File: config.mk
export PLATFORM = sky130hd
export DESIGN_NAME = s2p_stream
export DESIGN_NICKNAME = d
export VERILOG_FILES = /design/src/rtl/s2p_pkg.sv /design/src/rtl/s2p_outreg.sv /design/src/rtl/s2p_stream.sv
export SDC_FILE = /design/constraint.sdc
export NUM_CORES = 1
export LEC_CHECK = 0
export BUFFER_PORTS_ARGS = -buffer_cell sky130_fd_sc_hd__buf_4
export CELL_PAD_IN_SITES_DETAIL_PLACEMENT = 0
export CELL_PAD_IN_SITES_GLOBAL_PLACEMENT = 1
export CORE_UTILIZATION = 30
export DETAILED_ROUTE_END_ITERATION = 12
export PLACE_DENSITY = 0.59
export SLEW_MARGIN = 20
export SYNTH_ARGS = -nofsm -noshare
export SYNTH_HDL_FRONTEND = slang
export SYNTH_HIERARCHICAL = 1
export SYNTH_SLANG_ARGS = --single-unit
File: constraint.sdc
create_clock -name clk -period 3 [get_ports clk]
set_input_delay 0.15 -clock clk [delete_from_list [all_inputs] [get_ports clk]]
set_output_delay 0.15 -clock clk [all_outputs]
set_load 0.005 [all_outputs]
File: src/rtl/s2p_pkg.sv
// s2p_pkg: shared types and constants for the s2p_stream deserializer.
// Holds the FSM state enum and the parity-mode constant.
// Optional feature macro: S2P_PARITY_EN (adds the PAR state and even-parity check).
package s2p_pkg;

`ifdef S2P_PARITY_EN
  typedef enum logic [1:0] {
    IDLE  = 2'd0,
    SHIFT = 2'd1,
    PAR   = 2'd2
  } state_t;

  localparam bit PARITY_EN = 1'b1;
`else
  typedef enum logic [1:0] {
    IDLE  = 2'd0,
    SHIFT = 2'd1
  } state_t;

  localparam bit PARITY_EN = 1'b0;
`endif

endpackage

File: src/rtl/s2p_outreg.sv
// s2p_outreg: single-entry output register with valid/ready handshake and overflow pulse.
// Latency: word visible 1 clk after in_vld_i. Backpressure: a word arriving while full
// and out_rdy_i=0 is dropped, the held word stays stable and ovf_o pulses for 1 clk.
// Ports: clk, rst (sync, active-high), in_vld_i/in_dat_i, out_dat_o/out_vld_o/out_rdy_i, ovf_o.
module s2p_outreg #(
  parameter int W = 2
) (
  input  logic         clk,
  input  logic         rst,
  input  logic         in_vld_i,
  input  logic [W-1:0] in_dat_i,
  output logic [W-1:0] out_dat_o,
  output logic         out_vld_o,
  input  logic         out_rdy_i,
  output logic         ovf_o
);

  logic [W-1:0] dat_q, dat_d;
  logic         vld_q, vld_d;
  logic         ovf_q, ovf_d;
  logic         load;

  // Load when empty or when the held word leaves in this same cycle.
  assign load = in_vld_i && (!vld_q || out_rdy_i);

  always_comb begin
    dat_d = dat_q;
    vld_d = vld_q;
    ovf_d = 1'b0;
    if (load) begin
      dat_d = in_dat_i;
      vld_d = 1'b1;
    end else if (out_rdy_i) begin
      vld_d = 1'b0;
    end
    if (in_vld_i && vld_q && !out_rdy_i) begin
      ovf_d = 1'b1;
    end
  end

  always_ff @(posedge clk) begin
    if (rst) begin
      dat_q <= '0;
      vld_q <= 1'b0;
      ovf_q <= 1'b0;
    end else begin
      dat_q <= dat_d;
      vld_q <= vld_d;
      ovf_q <= ovf_d;
    end
  end

  assign out_dat_o = dat_q;
  assign out_vld_o = vld_q;
  assign ovf_o     = ovf_q;

endmodule

File: src/rtl/s2p_stream.sv
// s2p_stream: serial-to-parallel deserializer with start-of-frame alignment.
// Latency: dout_vld rises 1 clk after the last bit of a word. Backpressure: single output
// slot; a completed word meeting a full, stalled slot is dropped with an ovf pulse.
// Ports: clk, rst, din/din_vld/din_sof (serial in), dout/dout_vld/dout_rdy/dout_err (word out), ovf.
// Optional feature macro: S2P_PARITY_EN (one even-parity bit follows each WIDTH-bit word).
module s2p_stream
  import s2p_pkg::*;
#(
  parameter int WIDTH     = 10,
  parameter bit LSB_FIRST = 1'b1
) (
  input  logic             clk,
  input  logic             rst,
  input  logic             din,
  input  logic             din_vld,
  input  logic             din_sof,
  output logic [WIDTH-1:0] dout,
  output logic             dout_vld,
  input  logic             dout_rdy,
  output logic             dout_err,
  output logic             ovf
);

  localparam int             CW   = $clog2(WIDTH);
  localparam logic [CW-1:0]  LAST = CW'(WIDTH - 1);
  localparam logic [WIDTH-1:0] ONE_LSB = {{(WIDTH-1){1'b0}}, 1'b1};
  localparam logic [WIDTH-1:0] ONE_MSB = {1'b1, {(WIDTH-1){1'b0}}};

  state_t            state_q, state_d;
  logic [CW-1:0]     cnt_q, cnt_d;
  logic [WIDTH-1:0]  sr_q, sr_d;

  logic [CW-1:0]     idx;
  logic [WIDTH-1:0]  base, mask, sr_w;
  logic              cmp_vld;
  logic [WIDTH-1:0]  cmp_word;
  logic              cmp_err;

  logic [WIDTH-1:0]  out_word;
  logic              out_err;

  // A bit flagged with din_sof always becomes index 0 of a fresh word.
  assign idx  = din_sof ? '0 : cnt_q;
  assign base = din_sof ? '0 : sr_q;
  assign mask = LSB_FIRST ? (ONE_LSB << idx) : (ONE_MSB >> idx);
  assign sr_w = (base & ~mask) | (din ? mask : '0);

  always_comb begin
    state_d  = state_q;
    cnt_d    = cnt_q;
    sr_d     = sr_q;
    cmp_vld  = 1'b0;
    cmp_word = sr_q;
    cmp_err  = 1'b0;
    case (state_q)
      IDLE: begin
        if (din_vld && din_sof) begin
          sr_d    = sr_w;
          cnt_d   = CW'(1);
          state_d = SHIFT;
        end
      end
      SHIFT: begin
        if (din_vld) begin
          sr_d = sr_w;
          if (!din_sof && cnt_q == LAST) begin
            cnt_d = '0;
`ifdef S2P_PARITY_EN
            state_d = PAR;
`else
            cmp_vld  = 1'b1;
            cmp_word = sr_w;
`endif
          end else begin
            cnt_d = idx + CW'(1);
          end
        end
      end
`ifdef S2P_PARITY_EN
      PAR: begin
        if (din_vld) begin
          state_d = SHIFT;
          if (din_sof) begin
            sr_d  = sr_w;
            cnt_d = CW'(1);
          end else begin
            // Even parity: XOR over data plus parity bit is 0 for a clean word.
            cmp_vld  = 1'b1;
            cmp_word = sr_q;
            cmp_err  = (^sr_q) ^ din;
            cnt_d    = '0;
          end
        end
      end
`endif
      default: begin
        state_d = IDLE;
        cnt_d   = '0;
      end
    endcase
  end

  always_ff @(posedge clk) begin
    if (rst) begin
      state_q <= IDLE;
      cnt_q   <= '0;
      sr_q    <= '0;
    end else begin
      state_q <= state_d;
      cnt_q   <= cnt_d;
      sr_q    <= sr_d;
    end
  end

  s2p_outreg #(
    .W (WIDTH + 1)
  ) u_outreg (
    .clk       (clk),
    .rst       (rst),
    .in_vld_i  (cmp_vld),
    .in_dat_i  ({cmp_err, cmp_word}),
    .out_dat_o ({out_err, out_word}),
    .out_vld_o (dout_vld),
    .out_rdy_i (dout_rdy),
    .ovf_o     (ovf)
  );

  assign dout     = out_word;
  assign dout_err = PARITY_EN ? out_err : 1'b0;

endmodule

# Word-level counts from Yosys, hierarchy flattened
# Index checks and enable logic that the tools add are counted.
# totals
wordCells	52
reg_bits	28
out_inout_bits	13
# classes
shifts	1
eq_ne	4
bitwise_logic	4
n_reduce_logical	15
n_addsub	1
mux	21
# ops
cell	n
$mux 10	7
$pmux 10 s2	1
$mux 4	4
$and 10x10->10	1
$not 10->10	1
$or 10x10->10	1
$shl 1x4->10 const A	1
$pmux 4 s2	1
$mux 1	6
$logic_and 1x1->1	5
$add 4x1->4 const B	1
$eq 4x4->1 const B	1
$ne 2x2->1 const B	2
$pmux 2 s2	1
$reduce_and 2->1	2
$reduce_bool 2->1	2
$logic_not 1->1	3
$reduce_and 3->1	1
$eq 2x1->1 const B	1
$logic_not 2->1	1
$mux 2	1
$logic_or 1x1->1	1
$not 1->1	1

# Longest topological paths before layout
# Gate-level depths: netlist (run 1).
# depth
depth_word	8
mapped_depth	7
ltp_nobuf	6

# Modules after synthesis
# The synthesis (run 1) kept the hierarchy.
# modules_own_cells
module	cells_per_inst	area_per_inst_um2	instances
s2p_stream	104	872.1	1
s2p_outreg	54	580.6	1

# Worst setup path after synthesis (run 1)
# No wires, ideal clock.
# synth_timing
path_type	reg2reg
startpoint	register state_q[0]
endpoint	register u_outreg.dat_q[0], in the netlist u_outreg/out_dat_o[0]
setup_slack_ps	1548
path_stages_with_launch	8
required_time_ps	2928
arrival_time_ps	1381
n_path_buf	2
path_cell_list	dfxtp_1 buf_2 and4b_4 nand2_4 inv_1 a21boi_4 buf_12 mux2i_1
# synth_via
elab_chain_cells	3
# synth_lines
item	line	rtl
start, declared	s2p_stream.sv:29	state_t state_q, state_d;
start signal, assigned	s2p_stream.sv:109	state_q <= state_d;
$eq 2x1->1	s2p_stream.sv:55	case (state_q)
$mux 1	s2p_stream.sv:55	
named net cmp_vld	s2p_stream.sv:35	logic cmp_vld;
$logic_and 1x1->1	s2p_outreg.sv:24	assign load = in_vld_i && (!vld_q || out_rdy_i);
end signal, assigned	s2p_outreg.sv:47	dat_q <= dat_d;
end, declared	s2p_outreg.sv:18	logic [W-1:0] dat_q, dat_d;
# The timed path passes the listed nets, and every way through them passes these cells.
# A chain may end at the register's enable or synchronous reset.

# Worst setup path after layout (run 1)
# layout_timing
startpoint	register state_q[0]
endpoint	register u_outreg.dat_q[7], in the netlist u_outreg/out_dat_o[7]
# The elaborated chain is that of the path after synthesis.

==> results_dict.tcl, run 1 <==
set metrics [dict create \
    peakVddDrop_uv 205 \
    grt_pass1_vias 956 \
    clock.fmax_mhz 566 \
    final.setup.tns_ns 0 \
    timing.final.crit_share_pct 58.9 \
    syn_to_final_growth_pct 8.87 \
    clk_path_buf_depth 2 \
    reg2reg_from "state_q[0]$_SDFFE_PP0P_" \
    slew_viol_final 0 \
    vias 1042 \
    p_seq_share_pct 60.1 \
    worstPathMaxFanout 10 \
    finalSetupViolCount 0 \
    outcome "complete, but fails checks" \
    die_w_um 70.6 \
    p_comb_share_pct 6.8 \
    drv_cap 0 \
    rsz0062_at_grt "false" \
    reg2reg_slack_ns 1.23 \
    mostFrequentLayoutCells "dfxtp_1 (27), nand2b_1 (24), mux2i_1 (17), buf_4 (17), nand2_1 (9)" \
    syn_area_per_cell_sq_um 9.16 \
    hold_class "in2reg" \
    fin_skew_ns 0.00956 \
    p_per_area_mw_per_mm2 398 \
    ys_warn_count 6 \
    p_leak_nw 0.592 \
    endpoint "u_outreg/out_dat_o[7]$_SDFFE_PP0P_" \
    layout.cells.non_filler 206 \
    fin_crit_ns 1.77 \
    grt_first_pass_wirelength_um 4590 \
    dr.first_iter.drc_count 65 \
    cts_num_sinks 27 \
    diodes 0 \
    port_buffers 17 \
    worst_slack_ns 1.23 \
    p_int_w 0.000471 \
    fillerInstances 456 \
    grt_start_max_net_pins 32 \
    start_kind "flip-flop" \
    switchingPower_w 0.000140 \
    clk_pin_slew_worst_paths_ns 0.09 \
    rows 24 \
    grtUsageTotal_pct 11.6 \
    r2r-end "u_outreg/out_dat_o[7]$_SDFFE_PP0P_" \
    synthCells 154 \
    antenna_found_initial 0 \
    routabilityCongestion 0.846 \
    vias_per_cell 5.06 \
    power_w 0.000610 \
    finalNetCount 162 \
    hp-start "din" \
    netlist_area_sq_mm 0.00141 \
    dp_slack_ns 1.26 \
    dieArea_sq_mm 0.00498 \
    cts_setup_buffers 0 \
    dp_hpwl_um 1880 \
    wl_per_cell_um 12.9 \
    grt-ovfl-total 0 \
    ctsHoldBuffers 0 \
    layout_commonest_cell "dfxtp_1" \
    drt_first_pass_iters 8 \
    cts_inserted_buffers 3 \
    crit_required_ns 3.20 \
    coreArea_sq_mm 0.00444 \
    cts-resized-gates 0 \
    htreeDepth 1 \
    clk_latency_ns 0.27 \
    drive_gt1_share_pct 18.8 \
    cts.root.buffer_cell "clkbuf_8" \
    violations "DRC" \
    switching_share_pct 22.9 \
    ff2ff_path_depth 5 \
    ioPinCount 19 \
    clockPowerShare_pct 33.1 \
    syn_nets 161 \
    criticalPathCategory "reg2reg" \
    die_h_um 70.6 \
    placedCellCount 202 \
    routed_wl_um 2660 \
    startpoint "state_q[0]$_SDFFE_PP0P_" \
    drc_errors 5 \
    initial_core_util_pct 31.7 \
    cts_tree "yes" \
    cp-end-kind "flip-flop" \
    finalHoldViolCount 0 \
    crit_arrival_ns 1.96 \
    ant_nets 0 \
    timing.hold.ws_ns 0.170 \
]
-- power groups by stage --
stage / Clock [W] / Combinational, W / Sequential (W)
final: 0.000202 / 0.0000415 / 0.000367
after global routing: 0.000232 / 0.0000463 / 0.000368
after CTS: 0.000215 / 0.0000413 / 0.000367
after detailed placement: 0 / 0.0000411 / 0.000375
after global placement: 0 / 0.0000418 / 0.000375
after floorplan: 0 / 0.0000350 / 0.000372
-- per-stage QoR --
step	cell area, sq um	util [%]
after floorplan	1410	-
after CTS	1540	34.5
after global placement	1490	33.5
after detailed placement	1490	33.5
final	1540	34.5
after global routing	1540	34.5
-- sequential cells by signal, indices dropped and copies added (netlist names) --
name,cells
u_outreg/ovf_o,1
cnt_q,4
sr_q,10
state_q,1
u_outreg/out_vld_o,1
u_outreg/out_dat_o,10
-- layout make-up --
class,instances,area (sq um),area share [%]
Tap cell,52,65.1,4.24
Sequential cell,27,541,35.2
Clock inverter,1,5.00,0.326
Clock buffer,3,41.3,2.69
Timing Repair Buffer,17,128,8.31
Inverter,3,11.3,0.733
Multi-Input combinational cell,103,744,48.5
-- critical path: stages, from the launching register on --
cell and delay [ns]:
dfxtp_1 0.52, and4b_4 0.34, nand2_4 0.07, inv_1 0.09
a21boi_4 0.42, mux2i_1 0.24
-- worst min-delay path by stage --
stage	endpoint	slack, ns	depth (start not counted)
2_1_floorplan	sr_q[3]$_SDFFE_PP0P_	0.31	2
3_3_place_gp	sr_q[3]$_SDFFE_PP0P_	0.45	3
3_5_place_dp	sr_q[3]$_SDFFE_PP0P_	0.45	3
4_1_cts	sr_q[3]$_SDFFE_PP0P_	0.15	3
5_1_grt	sr_q[3]$_SDFFE_PP0P_	0.15	3
6_report	sr_q[3]$_SDFFE_PP0P_	0.17	3
-- metal layers --
layer | up-vias | global-route usage (%) | part of all wire [%]
met3 | 2 | 3.42 | 4.0
li1 | 513 | - | -
met5 | - | 0 | 0
met4 | 0 | 2.00 | 0.71
met2 | 21 | 18.3 | 46
met1 | 506 | 16.1 | 49
Note: power is estimated with default switching activity, not from simulation.
==> run 2, diff against run 1 <==
--- a/config.mk
+++ b/config.mk
@@ -5,12 +5,13 @@
 export SDC_FILE = /design/constraint.sdc
 export NUM_CORES = 1
 export LEC_CHECK = 0
+export ABC_AREA = 1
 export BUFFER_PORTS_ARGS = -buffer_cell sky130_fd_sc_hd__buf_4
 export CELL_PAD_IN_SITES_DETAIL_PLACEMENT = 0
 export CELL_PAD_IN_SITES_GLOBAL_PLACEMENT = 1
 export CORE_UTILIZATION = 30
 export DETAILED_ROUTE_END_ITERATION = 12
-export PLACE_DENSITY = 0.59
+export PLACE_DENSITY = 0.65
 export SLEW_MARGIN = 20
 export SYNTH_ARGS = -nofsm -noshare
 export SYNTH_HDL_FRONTEND = slang
==> constraint.sdc (replaced) <==
create_clock -name clk -period 1.6 [get_ports clk]
set_input_delay 0.08 -clock clk [delete_from_list [all_inputs] [get_ports clk]]
set_output_delay 0.08 -clock clk [all_outputs]
set_load 0.005 [all_outputs]
==> run 2 against run 1 <==
  * Worst hold slack got worse by 0.13 ns
  * First-iteration DRC count down 9.2%
  * Highest routed layer unchanged
  * The run now ends clean
  * Final area up 13%
==> results_dict.tcl, run 2 <==
set metrics [dict create \
    mostFrequentLayoutCells "nand2_1 (45), inv_1 (41), nand3_1 (28), dfxtp_1 (26), nor2_1 (21)" \
    rows 25 \
    p_leak_nw 0.816 \
    cpPeakStageDelay_ns 0.39 \
    fin_crit_ns 1.40 \
    cts-resized-gates 0 \
    cts_num_sinks 27 \
    wl_per_cell_um 10.5 \
    clock.fmax_mhz 716 \
    dp_hpwl_um 2440 \
    fin_skew_ns 0.00356 \
    die_w_um 73.9 \
    cts_tree "yes" \
    reg2reg_slack_ns 0.20 \
    syn_area_per_cell_sq_um 6.43 \
    initial_core_util_pct 31.9 \
    crit_chain "nor2_2, nand4_1, inv_1, buf_12, nand3_1, nand2_1, nor2_1" \
    peakVddDrop_uv 449 \
    clk_path_buf_depth 2 \
    antenna_found_initial 0 \
    syn_nets 248 \
    cts_inserted_buffers 3 \
    cts_setup_buffers 0 \
    drive_gt1_share_pct 17.1 \
    clk_latency_ns 0.27 \
    rsz0062_at_grt "false" \
    hp-start "rst" \
    ctsHoldBuffers 0 \
    finalHoldViolCount 0 \
    dieArea_sq_mm 0.00545 \
    worstPathMaxFanout 21 \
    vias_per_cell 4.37 \
    slew_viol_final 0 \
    htreeDepth 1 \
    fillerInstances 536 \
    netlist_area_sq_mm 0.00155 \
    die_h_um 73.9 \
    grt_pass1_vias 1224 \
    port_buffers 17 \
    start_kind "flip-flop" \
    routed_wl_um 3270 \
    grt_start_max_net_pins 23 \
    syn_to_final_growth_pct 11.8 \
    coreArea_sq_mm 0.00485 \
    crit_arrival_ns 1.57 \
    stdcell_area_sq_mm 0.00173 \
    timing.hold.ws_ns 0.0438 \
    vias 1367 \
    hold_class "in2reg" \
    holdPathStages 2 \
    clk_pin_slew_worst_paths_ns 0.09 \
    place_area_sq_mm 0.00169 \
    ff2ff_path_depth 7 \
    outcome "finished, final reports clean" \
    criticalPathCategory "reg2reg" \
    finalNetCount 254 \
    routabilityCongestion 0.809 \
    startpoint "cnt_q[2]$_SDFFE_PP0P_" \
    ioPinCount 19 \
    cp-end-kind "flip-flop" \
    grtUsageTotal_pct 13.0 \
    diodes 0 \
    crit_slowest_cell "dfxtp_1" \
    ant_nets 0 \
    reg2reg_from "cnt_q[2]$_SDFFE_PP0P_" \
    ys_warn_count 6 \
    crit_required_ns 1.77 \
    hold_end "sr_q[9]$_SDFFE_PP0P_" \
    post-route-util_pct 35.7 \
    p_per_area_mw_per_mm2 723 \
    timing.final.crit_share_pct 87.3 \
    r2r-end "u_outreg/out_dat_o[5]$_SDFFE_PP0P_" \
    dr.first_iter.drc_count 59 \
    drv_cap 0 \
    synthCells 241 \
    grt-ovfl-total 0 \
    finalSetupViolCount 0 \
    drc_errors 0 \
    layout_commonest_cell "nand2_1" \
    cts.root.buffer_cell "clkbuf_8" \
    drt_first_pass_iters 4 \
    final.setup.tns_ns 0 \
    grt_first_pass_wirelength_um 5530 \
]
## run 2: cell types whose count changed in the layout (fill, tap and decap cells not counted), moves of 5 or more
cell      previous run  this run
nand3_1              3        28
o21ai_1              0         7
nand2_1              9        45
a21oi_1              5        15
inv_1                2        41
mux2i_1             17         0
nand2b_1            24         0
inv_2                1         6
nor2_1               5        21
## run 2: worst max path at each step
stage / end / slack [ns] / depth (start not counted)
after CTS: u_outreg/out_dat_o[9]$_SDFFE_PP0P_ / 0.13 / 8
after global placement: u_outreg/out_dat_o[9]$_SDFFE_PP0P_ / 0.19 / 8
final: u_outreg/out_dat_o[5]$_SDFFE_PP0P_ / 0.20 / 7
after detailed placement: u_outreg/out_dat_o[9]$_SDFFE_PP0P_ / 0.14 / 8
after floorplan: u_outreg/out_dat_o[6]$_SDFFE_PP0P_ / 0.25 / 8
after global routing: u_outreg/out_dat_o[1]$_SDFFE_PP0P_ / 0.06 / 8
## run 2: layout make-up
type                       instances  area [sq um]  area share, %
multi-input combinational        146           708           40.9
sequential                        27           542           31.3
inverter                          48           183           10.5
timing repair buffer              21           170           9.83
clock buffer                       4          45.0           2.60
tap                               67          83.8           4.84
## run 2: critical path, delay by kind of cell, from the launching register on
kind,cells,cell delay (ns)
and+or+nand+nor,5,0.61
DFF,1,0.39
buffers and inverters,2,0.30
## run 2: power by group
part / internal, W / switching (W)
Clock: 0.000178 / 0.000214
Sequential: 0.000695 / 0.0000186
Combinational: 0.0000525 / 0.0000944
Total: 0.000925 / 0.000327
## run 2: metal layers
layer  GRT usage (%)  vias up  part of all wire (%)  wire length [um]
met3            2.88        2                   2.6                86
li1                -      748                     -                 -
met2            22.3       12                    46              1500
met5               0        -                     0                 0
met4            1.92        0                  0.58                19
met1            16.9      605                    51              1670
## run 2: stage by stage
| step | total power, W | setup WS (ns) | std cells |
|---|---|---|---|
| 2_1_floorplan | 0.000849 | 0.254 | 241 |
| 3_3_place_gp | 0.000878 | 0.186 | 309 |
| 3_5_place_dp | 0.000878 | 0.142 | 309 |
| 4_1_cts | 0.00128 | 0.125 | 313 |
| 5_1_grt | 0.00133 | 0.0565 | 313 |
| 6_report | 0.00125 | 0.203 | 313 |
